===== config.mk =====
export PLATFORM = sky130hd
export DESIGN_NAME = mmio_uart_tx
export DESIGN_NICKNAME = d
export VERILOG_FILES = /design/src/rtl/uart_pkg.sv /design/src/rtl/tx_fifo.sv /design/src/rtl/mmio_uart_tx.sv
export SDC_FILE = /design/constraint.sdc
export NUM_CORES = 1
export LEC_CHECK = 0
export BUFFER_PORTS_ARGS = -buffer_cell sky130_fd_sc_hd__buf_4
export CORE_MARGIN = 4
export CORE_UTILIZATION = 52
export CTS_BUF_LIST = sky130_fd_sc_hd__clkbuf_4 sky130_fd_sc_hd__clkbuf_8
export CTS_CLUSTER_DIAMETER = 60
export DETAILED_ROUTE_END_ITERATION = 8
export MAX_ROUTING_LAYER = met4
export PLACE_DENSITY_LB_ADDON = 0.08
export SETUP_SLACK_MARGIN = 0.02
export SYNTH_ARGS = -nofsm -noshare
export SYNTH_HDL_FRONTEND = slang
export SYNTH_SLANG_ARGS = --single-unit

===== constraint.sdc =====
create_clock -name clk -period 3.4 [get_ports clk]
set_input_delay 0 -clock clk [delete_from_list [all_inputs] [get_ports clk]]
set_output_delay 0 -clock clk [all_outputs]
set_load 0.01 [all_outputs]

===== src/rtl/uart_pkg.sv =====
// Shared types and constants for the memory-mapped UART transmitter.
package uart_pkg;

  typedef enum logic [2:0] {
    IDLE,
    START,
    DATA,
    PARITY,
    STOP
  } uart_state_t;

  localparam logic [31:0] TXDATA_OFS = 32'd0;
  localparam logic [31:0] STATUS_OFS = 32'd4;

  // STATUS register bit positions
  localparam int ST_FULL   = 0;
  localparam int ST_BUSY   = 1;
  localparam int ST_EMPTY  = 2;
  localparam int ST_OVF    = 3;
  localparam int ST_PARITY = 4;

endpackage


===== src/rtl/tx_fifo.sv =====
// Circular TX byte FIFO: read/write pointers plus an occupancy count.
// The caller never pushes when full unless it pops in the same cycle,
// and never pops when empty.
module tx_fifo #(
  parameter int WIDTH = 8,
  parameter int DEPTH = 4
) (
  input  logic             clk,
  input  logic             reset,
  input  logic             push,
  input  logic             pop,
  input  logic [WIDTH-1:0] din,
  output logic [WIDTH-1:0] dout,
  output logic             full,
  output logic             empty
);

  localparam int AW = $clog2(DEPTH);

  logic [WIDTH-1:0] mem [DEPTH];
  logic [AW-1:0]    wptr;
  logic [AW-1:0]    rptr;
  logic [AW:0]      count;

  assign full  = (count == (AW+1)'(DEPTH));
  assign empty = (count == '0);
  assign dout  = mem[rptr];

  // Pointer and occupancy tracking; power-of-two depth gives free wrap.
  always_ff @(posedge clk or posedge reset) begin
    if (reset) begin
      wptr  <= '0;
      rptr  <= '0;
      count <= '0;
    end else begin
      if (push) wptr <= wptr + 1'b1;
      if (pop)  rptr <= rptr + 1'b1;
      if (push && !pop)      count <= count + 1'b1;
      else if (pop && !push) count <= count - 1'b1;
    end
  end

  // Storage write; contents need no reset since pointers define validity.
  always_ff @(posedge clk) begin
    if (push) mem[wptr] <= din;
  end

endmodule


===== src/rtl/mmio_uart_tx.sv =====
// Memory-mapped UART transmitter on the core data port.
// TXDATA at BASE_ADDR, STATUS at BASE_ADDR+4.
// Build option: define UART_PARITY_EN to add an even-parity bit to each frame.
//
// state  | meaning
// IDLE   | line high, waiting for a queued byte
// START  | start bit (low) for one bit time
// DATA   | eight data bits, LSB first
// PARITY | even parity bit (UART_PARITY_EN builds only)
// STOP   | stop bit (high); may chain straight into the next START
module mmio_uart_tx
  import uart_pkg::*;
#(
  parameter logic [31:0] BASE_ADDR    = 32'h100,
  parameter int          FIFO_DEPTH   = 4,
  parameter int          CLKS_PER_BIT = 16
) (
  input  logic        clk,
  input  logic        reset,
  input  logic        MemWrite,
  input  logic [31:0] DataAdr,
  input  logic [31:0] WriteData,
  output logic        Sel,
  output logic [31:0] ReadData,
  output logic        tx
);

  localparam int            CW     = $clog2(CLKS_PER_BIT);
  localparam logic [CW-1:0] CNT_TC = CW'(CLKS_PER_BIT - 1);

  uart_state_t   state, state_n;
  logic [CW-1:0] cnt, cnt_n;
  logic [2:0]    idx, idx_n;
  logic [7:0]    shift, shift_n;
  logic          tx_n;
  logic          pop;
  logic          push;
  logic          wr_tx, wr_st;
  logic          ovf_set, ovf_clr;
  logic          overflow;
  logic [7:0]    fifo_dout;
  logic          fifo_full, fifo_empty;
  logic [31:0]   status;
  logic          unused_bits;
`ifdef UART_PARITY_EN
  logic          par, par_n;
`endif

  // Address bits [1:0] and the upper store bytes carry no meaning here.
  assign unused_bits = ^{WriteData[31:8], DataAdr[1:0]};

  assign Sel     = (DataAdr[31:3] == BASE_ADDR[31:3]);
  assign wr_tx   = MemWrite & Sel & ~DataAdr[2];
  assign wr_st   = MemWrite & Sel &  DataAdr[2];
  assign push    = wr_tx & (~fifo_full | pop);
  assign ovf_set = wr_tx & fifo_full & ~pop;
  assign ovf_clr = wr_st & WriteData[3];

  tx_fifo #(
    .WIDTH (8),
    .DEPTH (FIFO_DEPTH)
  ) u_fifo (
    .clk   (clk),
    .reset (reset),
    .push  (push),
    .pop   (pop),
    .din   (WriteData[7:0]),
    .dout  (fifo_dout),
    .full  (fifo_full),
    .empty (fifo_empty)
  );

  // Status word and register read mux; TXDATA and unselected reads give 0.
  always_comb begin
    status            = '0;
    status[ST_FULL]   = fifo_full;
    status[ST_BUSY]   = (state != IDLE);
    status[ST_EMPTY]  = fifo_empty;
    status[ST_OVF]    = overflow;
`ifdef UART_PARITY_EN
    status[ST_PARITY] = 1'b1;
`endif
    ReadData = (Sel && DataAdr[2]) ? status : '0;
  end

  // Next-state, bit timing and line value; cnt is a down-counter per bit.
  always_comb begin
    state_n = state;
    cnt_n   = cnt;
    idx_n   = idx;
    shift_n = shift;
    tx_n    = 1'b1;
    pop     = 1'b0;
`ifdef UART_PARITY_EN
    par_n   = par;
`endif
    case (state)
      IDLE: begin
        if (!fifo_empty) pop = 1'b1;
      end
      START: begin
        tx_n = 1'b0;
        if (cnt == '0) begin
          state_n = DATA;
          cnt_n   = CNT_TC;
        end else begin
          cnt_n = cnt - 1'b1;
        end
      end
      DATA: begin
        tx_n = shift[0];
        if (cnt == '0) begin
          cnt_n   = CNT_TC;
          shift_n = shift >> 1;
          if (idx == 3'd7) begin
`ifdef UART_PARITY_EN
            state_n = PARITY;
`else
            state_n = STOP;
`endif
          end else begin
            idx_n = idx + 1'b1;
          end
        end else begin
          cnt_n = cnt - 1'b1;
        end
      end
`ifdef UART_PARITY_EN
      PARITY: begin
        tx_n = par;
        if (cnt == '0) begin
          state_n = STOP;
          cnt_n   = CNT_TC;
        end else begin
          cnt_n = cnt - 1'b1;
        end
      end
`endif
      STOP: begin
        tx_n = 1'b1;
        if (cnt == '0) begin
          if (!fifo_empty) pop = 1'b1;
          else             state_n = IDLE;
        end else begin
          cnt_n = cnt - 1'b1;
        end
      end
      default: state_n = IDLE;
    endcase

    // A pop always starts a fresh frame, from IDLE or straight out of STOP.
    if (pop) begin
      state_n = START;
      cnt_n   = CNT_TC;
      idx_n   = '0;
      shift_n = fifo_dout;
`ifdef UART_PARITY_EN
      par_n   = ^fifo_dout;
`endif
    end
  end

  // State register.
  always_ff @(posedge clk or posedge reset) begin
    if (reset) state <= IDLE;
    else       state <= state_n;
  end

  // Serializer datapath and registered (glitch-free) line output.
  always_ff @(posedge clk or posedge reset) begin
    if (reset) begin
      cnt   <= '0;
      idx   <= '0;
      shift <= '0;
      tx    <= 1'b1;
    end else begin
      cnt   <= cnt_n;
      idx   <= idx_n;
      shift <= shift_n;
      tx    <= tx_n;
    end
  end

`ifdef UART_PARITY_EN
  // Parity of the byte in flight, captured when it is popped.
  always_ff @(posedge clk or posedge reset) begin
    if (reset) par <= 1'b0;
    else       par <= par_n;
  end
`endif

  // Sticky overflow flag; a new overflow beats a same-cycle clear.
  always_ff @(posedge clk or posedge reset) begin
    if (reset)        overflow <= 1'b0;
    else if (ovf_set) overflow <= 1'b1;
    else if (ovf_clr) overflow <= 1'b0;
  end

endmodule


Word-level counts from Yosys, hierarchy flattened

Memory sizes are Yosys's and may differ from the RTL's.
Index checks and enable logic that the tools add are counted.

Reduce and logical (&&, ||, !) cells: 19
Bitwise operators: 11
Eq/ne operators: 14
Multiplexer cells: 29
Add/subtract/negate cells: 6

Operators by type and width:

| kind                                                  | number |
|---|---|
| two-way mux 3 bit                                     | 12 |
| equality test 29 x 6 -> 1 bit (second input constant) | 1 |
| two-way mux 8 bit                                     | 3 |
| inequality test 3 bit (second input constant)         | 6 |
| two-way mux 4 bit                                     | 4 |
| case mux 3 bit (4 select lines)                       | 1 |
| equality test 3 bit (second input constant)           | 3 |
| case mux 4 bit (2 select lines)                       | 1 |
| nonzero test 2 bit                                    | 4 |
| bitwise AND 1 bit                                     | 7 |
| adder 3 x 1 -> 3 bit (second input constant)          | 2 |
| zero test 3 bit                                       | 2 |
| two-way mux 1 bit                                     | 6 |
| AND reduction 6 bit                                   | 1 |
| nonzero test 3 bit                                    | 2 |
| adder 2 x 1 -> 2 bit (second input constant)          | 2 |
| zero test 4 bit                                       | 1 |
| inequality test 2 bit (second input constant)         | 2 |
| case mux 1 bit (2 select lines)                       | 2 |
| AND reduction 2 bit                                   | 2 |
| subtractor 4 x 1 -> 4 bit (second input constant)     | 1 |
| equality test 3 x 1 -> 1 bit (second input constant)  | 1 |
| equality test 3 x 2 -> 1 bit (second input constant)  | 1 |
| logical AND 1 bit                                     | 3 |
| 6 further kinds                                       | 9 |

Logic and storage cells: 89
Bits in registers: 27
RAM bits: 32
Memories kept: 1
Output and inout port bits: 34

Memory list:

| name       | depth | bits a word | rd ports | clocked after Yosys merged registers in | wr ports | RTL line      | RTL |
|---|---|---|---|---|---|---|---|
| u_fifo.mem | 4     | 8           | 1        | 0                                       | 1        | tx_fifo.sv:20 | `logic [WIDTH-1:0] mem [DEPTH];` |

Logic depth before layout (Yosys ltp)

Depth in word-level cells: 10
Gate-level depth with buffers: 13
Mapped depth without buffers: 12

Modules after synthesis

A second synthesis with hierarchy kept.

Cells, all modules: 247
Area, all modules: 3,081.7 sq um

By module, submodules not included:

| module       | seq. area each (sq um) | area an instance (sq um) | times used | cells each |
|---|---|---|---|---|
| tx_fifo      | 1,136.1                | 1,551.5                  | 1          | 77 |
| mmio_uart_tx | 501.7                  | 1,530.2                  | 1          | 170 |

Least setup slack after synthesis

Ideal clock, no wire load.

Kind: register -> register
From: register cnt[0]
To: register u_fifo.count[1]
Path buffers: 1
Data arrival time: 2.748 ns
Slack: 0.527 ns
Required time: 3.275 ns
Period minus slack after synthesis: 2.873 ns
Cell stages (with the launch flop): 11
Cells stage by stage: dfrtp_1 > inv_1 > ha_1 > or3b_4 > a2111oi_4 > inv_2 > clkbuf_1 > ha_1 > inv_1 > fa_1 > mux2_2

Cells in the longest elaborated chain, start to end: 8
Elaborated cells on any way between the ends: 11

RTL lines:

| what                              | RTL line            | RTL |
|---|---|---|
| from (decl)                       | mmio_uart_tx.sv:32  | `logic [CW-1:0] cnt, cnt_n;` |
| from (signal assigned)            | mmio_uart_tx.sv:177 | `cnt <= cnt_n;` |
| zero test 4 bit *                 | mmio_uart_tx.sv:141 | `if (cnt == '0) begin` |
| two-way mux 1 bit *               | mmio_uart_tx.sv:141 |  |
| case mux 1 bit (2 select lines) * | mmio_uart_tx.sv:97  | `case (state)` |
| bitwise OR 1 bit                  | mmio_uart_tx.sv:55  | `assign push = wr_tx & (~fifo_full \| pop);` |
| bitwise AND 1 bit                 | mmio_uart_tx.sv:55  |  |
| zero test 1 bit                   | tx_fifo.sv:39       | `else if (pop && !push) count <= count - 1'b1;` |
| logical AND 1 bit                 | tx_fifo.sv:39       |  |
| nonzero test 2 bit (no line)      | -                   |  |
| to (signal assigned)              | tx_fifo.sv:38       | `if (push && !pop) count <= count + 1'b1;` |
| to (signal assigned)              | tx_fifo.sv:39       |  |
| to (decl)                         | tx_fifo.sv:23       | `logic [AW:0] count;` |

Mark *: on every way between the ends. The rest lies on a longest branch, timed or not.
A chain may end at the register's enable or synchronous reset.

Worst setup path in the final report

From: register cnt[0]
To: register u_fifo.count[2]

Cells in the longest elaborated chain, start to end: 8
Elaborated cells on any way between the ends: 11

RTL lines:

| what                              | RTL line            | RTL |
|---|---|---|
| zero test 4 bit *                 | mmio_uart_tx.sv:141 |  |
| two-way mux 1 bit *               | mmio_uart_tx.sv:141 |  |
| case mux 1 bit (2 select lines) * | mmio_uart_tx.sv:97  |  |
| bitwise OR 1 bit *                | mmio_uart_tx.sv:55  |  |
| bitwise AND 1 bit *               | mmio_uart_tx.sv:55  |  |
| net push                          | mmio_uart_tx.sv:37  | `logic push;` |
| zero test 1 bit                   | tx_fifo.sv:39       |  |
| logical AND 1 bit                 | tx_fifo.sv:39       |  |
| nonzero test 2 bit (no line)      | -                   |  |

The timed path passes the listed nets; every way through them passes the cells marked *.

==> impl_metrics.env <==
export IMPL_dr_total_vias=2003
export IMPL_synthDistinctLibCells=51
export IMPL_die_area_um2=7134
export IMPL_post_synth_edffs=32
export IMPL_crit_path_start_kind="flop"
export IMPL_synth_largest_type_area_fraction=0.3160
export IMPL_antenna_left=0
export IMPL_core_um2=5574
export IMPL_tritoncts_clock_tree="built"
export IMPL_via_count_of_the_first_global_routing_pass=2019
export IMPL_cts_inserted_buffers=9
export IMPL_top_signal_layer_used="met4"
export IMPL_comb_power_share=0.051
export IMPL_n_antenna_cell=0
export IMPL_maxCapViolCount=0
export IMPL_insertion_delay_ns=0.34
export IMPL_remaining_drc_errors=0
export IMPL_cellPowerDensity_nw_per_um2=398.7
export IMPL_critPathMaxStageDelay_ns=0.47
export IMPL_peakVddDrop_mv=0.3163
export IMPL_numClockSinks=59
export IMPL_routedLengthMet1_um=2500
export IMPL_num_nets_final=391
export IMPL_worst_endpoint_required_ns=3.66
export IMPL_run_status="finished clean"
export IMPL_multiInputGateArea_um2=1210
export IMPL_globalplace_congestion=0.7848
export IMPL_fin_crit_sh=0.8970
export IMPL_synth_top_cells_by_area="sky130_fd_sc_hd__edfxtp_1, sky130_fd_sc_hd__dfrtp_1, sky130_fd_sc_hd__buf_4, sky130_fd_sc_hd__mux4_2, sky130_fd_sc_hd__ha_1"
export IMPL_power_internal_mw=1.134
export IMPL_grt_pass1_wl_um=9632
export IMPL_layout_drive_gt1_share=0.2696
export IMPL_slew_headroom=0.3056
export IMPL_met2RoutedLength_um=2794
export IMPL_totalWireLength_um=5653
export IMPL_cts_resized=0
export IMPL_placementRows=27
export IMPL_cellLeakagePower_nw=1.535
export IMPL_routed_via_count_divided_by_cell_count=5.123
export IMPL_critPathKind="reg2reg"
export IMPL_die_y_um=84.47
export IMPL_netlist_area_um2=3040
export IMPL_critical_path_peak_fanout=11
export IMPL_area_sequential_um2=1638
export IMPL_dr_wl_met3_um=309
export IMPL_route_detailed_wl_per_inst_um=14.46
export IMPL_final_setup_viol_count=0
export IMPL_achievable_frequency_mhz=327.9
export IMPL_cts_max_level=3
export IMPL_async_flop_share=0.4576
export IMPL_setup_worst_path_end_class="flop"
export IMPL_grt_start_max_net_pins=28
export IMPL_grt_setup_unrepaired="no"
export IMPL_area_growth_syn_to_layout_pct=20.86
export IMPL_setup_total_negative_slack_ns=0
export IMPL_ctsRootBufferMaster="sky130_fd_sc_hd__clkbuf_8"
export IMPL_clkTransAtPathRegs_ns=0.07
export IMPL_worst_hold_slack_ns=0.01957
export IMPL_synth_ff_type="sky130_fd_sc_hd__edfxtp_1"
export IMPL_post_synth_top_area_cell="sky130_fd_sc_hd__edfxtp_1"
export IMPL_groute_usage_overall=0.1776
export IMPL_synthesis_yosys_warnings=0
export IMPL_layout_min_cycle_time_ns=3.050
export IMPL_timing_clock_skew_ns=0.008938
export IMPL_report_final_slew_viol_count=0
export IMPL_synth_yosys_seq_area_share=0.5387
export IMPL_drt_iter0_markers=54
export IMPL_switching_share=0.2258
export IMPL_hp_class="in2reg"
export IMPL_commonest_cells_post_synth="sky130_fd_sc_hd__edfxtp_1, sky130_fd_sc_hd__buf_4, sky130_fd_sc_hd__dfrtp_1"
export IMPL_avgSynthCellArea_um2=12.21
export IMPL_most_numerous_cell_in_the_yosys_netlist="sky130_fd_sc_hd__edfxtp_1"
export IMPL_clock_power_share=0.434
export IMPL_power_sequential_fraction=0.515
export IMPL_worst_ep_arrival_time_ns=3.31
export IMPL_worstMarginPinSlew_ns=1.040
export IMPL_drt_pass1_iterations=4
export IMPL_net_switching_power_mw=0.3309
export IMPL_clock_tree_buffer_depth=2
export IMPL_cp_cell_sequence="inv_1 -> ha_1 -> or3b_4 -> a211oi_1 -> o21ai_0 -> nor2_1 -> ha_1 -> inv_1 -> fa_1 -> xor2_1 -> nor2_1 -> xor2_1"
export IMPL_fillers=464
export IMPL_ys_seq_elements=59
export IMPL_grt_remaining_overflow=0
export IMPL_placement_io_buffers=46
export IMPL_detailed_place_hpwl_um=4093
export IMPL_slowest_cell_on_crit_path="sky130_fd_sc_hd__or3b_4"
export IMPL_initial_utilization=0.5455
export IMPL_antenna_found_initial=0
export IMPL_timing_final_hold_violations=0
export IMPL_fp_dieW_um=84.47
export IMPL_synth_cells=249
export IMPL_floorplan_io_pins=101
registers in the layout, indices dropped and copies added (netlist names):
signal        cells
u_fifo.wptr       2
idx               3
tx                1
state             3
u_fifo.mem       32
u_fifo.count      3
cnt               4
u_fifo.rptr       2
shift             8
overflow          1
stage by stage:
stage	util	worst slack [ns]	cells	power, mW	area, um2
final	0.6593	0.3503	391	1.465	3675
after global routing	0.6593	0.1098	391	1.523	3675
after CTS	0.6593	0.3764	391	1.477	3675
after detailed placement	0.6072	0.4145	366	0.8354	3385
after global placement	0.6072	0.4418	366	0.8344	3385
after floorplan	-	0.5269	276	0.8165	3142
worst paths after layout:
| path | start | endpoint | slack (ns) | depth (start not counted) |
|---|---|---|---|---|
| min | DataAdr[2] | u_fifo.wptr[0] | 0.02 | 3 |
| max in group asynchronous | reset | state[2] | 2.29 | 3 |
| min reg2reg | shift[1] | shift[1] | 0.50 | 2 |
| min in group asynchronous | reset | u_fifo.wptr[1] | 0.47 | 3 |
| max | cnt[0] | u_fifo.count[2] | 0.35 | 12 |
| max reg2reg | cnt[0] | u_fifo.count[2] | 0.35 | 12 |
cells by family after synthesis:
logic type                 share of synthesized area
adders and majority gates                    0.04691
DFF                                           0.5387
AOI/OAI and AO/OA                            0.08642
muxes                                        0.07037
other                                       0.001233
buffers and inverters                        0.09670
and+or+nand+nor                               0.1395
xor gates and xnor gates                     0.02017
power groups by stage:
stage / Combinational [mW] / Clock (mW) / Sequential, mW
after floorplan: 0.0469 / 0 / 0.770
after global placement: 0.0650 / 0 / 0.769
after detailed placement: 0.0660 / 0 / 0.769
after CTS: 0.0743 / 0.649 / 0.755
after global routing: 0.0828 / 0.686 / 0.754
final: 0.0744 / 0.636 / 0.755
routing by layer:
| layer | vias up | track usage |
|---|---|---|
| met5 | - | - |
| met4 | 0 | 0.07194 |
| met3 | 5 | 0.04416 |
| met2 | 54 | 0.2683 |
| met1 | 960 | 0.2312 |
| li1 | 984 | - |
cell type report:
class | instances | share of cell area
sequential | 59 | 0.4457
clock inverter | 7 | 0.02077
timing repair buffer | 62 | 0.1328
clock buffer | 9 | 0.03371
tap | 72 | 0.02451
inverter | 13 | 0.01328
multi-input combinational | 169 | 0.3292
layout by cell type, fill, tap and decap left out, types with 2 or more instances in the layout:
master	netlist	layout
sky130_fd_sc_hd__xnor2_1	5	5
sky130_fd_sc_hd__nor3_1	8	8
sky130_fd_sc_hd__a22o_1	2	2
sky130_fd_sc_hd__inv_1	12	12
sky130_fd_sc_hd__clkinvlp_4	0	2
sky130_fd_sc_hd__mux4_2	8	8
sky130_fd_sc_hd__nand3_1	4	4
sky130_fd_sc_hd__a21oi_1	8	8
sky130_fd_sc_hd__and3_1	5	5
sky130_fd_sc_hd__nor3b_1	5	5
sky130_fd_sc_hd__dlygate4sd3_1	0	9
sky130_fd_sc_hd__ha_1	9	9
sky130_fd_sc_hd__conb_1	1	28
sky130_fd_sc_hd__edfxtp_1	32	32
sky130_fd_sc_hd__clkbuf_8	0	9
sky130_fd_sc_hd__a2111oi_4	2	2
sky130_fd_sc_hd__o21bai_1	3	3
sky130_fd_sc_hd__nand2_1	19	19
sky130_fd_sc_hd__buf_4	28	53
sky130_fd_sc_hd__nor2_1	15	15
sky130_fd_sc_hd__nor4_1	6	6
sky130_fd_sc_hd__dfrtp_1	26	26
sky130_fd_sc_hd__nand4b_1	2	2
sky130_fd_sc_hd__o21ai_0	4	4
sky130_fd_sc_hd__clkinv_4	0	2
sky130_fd_sc_hd__and2_1	4	4
sky130_fd_sc_hd__mux2_2	2	2
sky130_fd_sc_hd__a22oi_1	2	2
sky130_fd_sc_hd__nand2b_1	2	2
sky130_fd_sc_hd__xor2_1	2	2
sky130_fd_sc_hd__a31oi_1	5	5
sky130_fd_sc_hd__a211o_1	2	2
worst max-delay path: cells and delay by family (launching register included):
kind | cells | cell delay [ns]
flops | 1 | 0.41
xor+xnor | 2 | 0.30
simple gates | 3 | 0.76
fa+ha+maj | 3 | 0.73
compound gates | 2 | 0.62
buf+inv | 2 | 0.15
what timing repair did:
item	CTS	global route
hold buffers	9	0
setup buffers	0	0
endpoints found under the hold margin	58	0
Power figures use the tool's default switching activity.
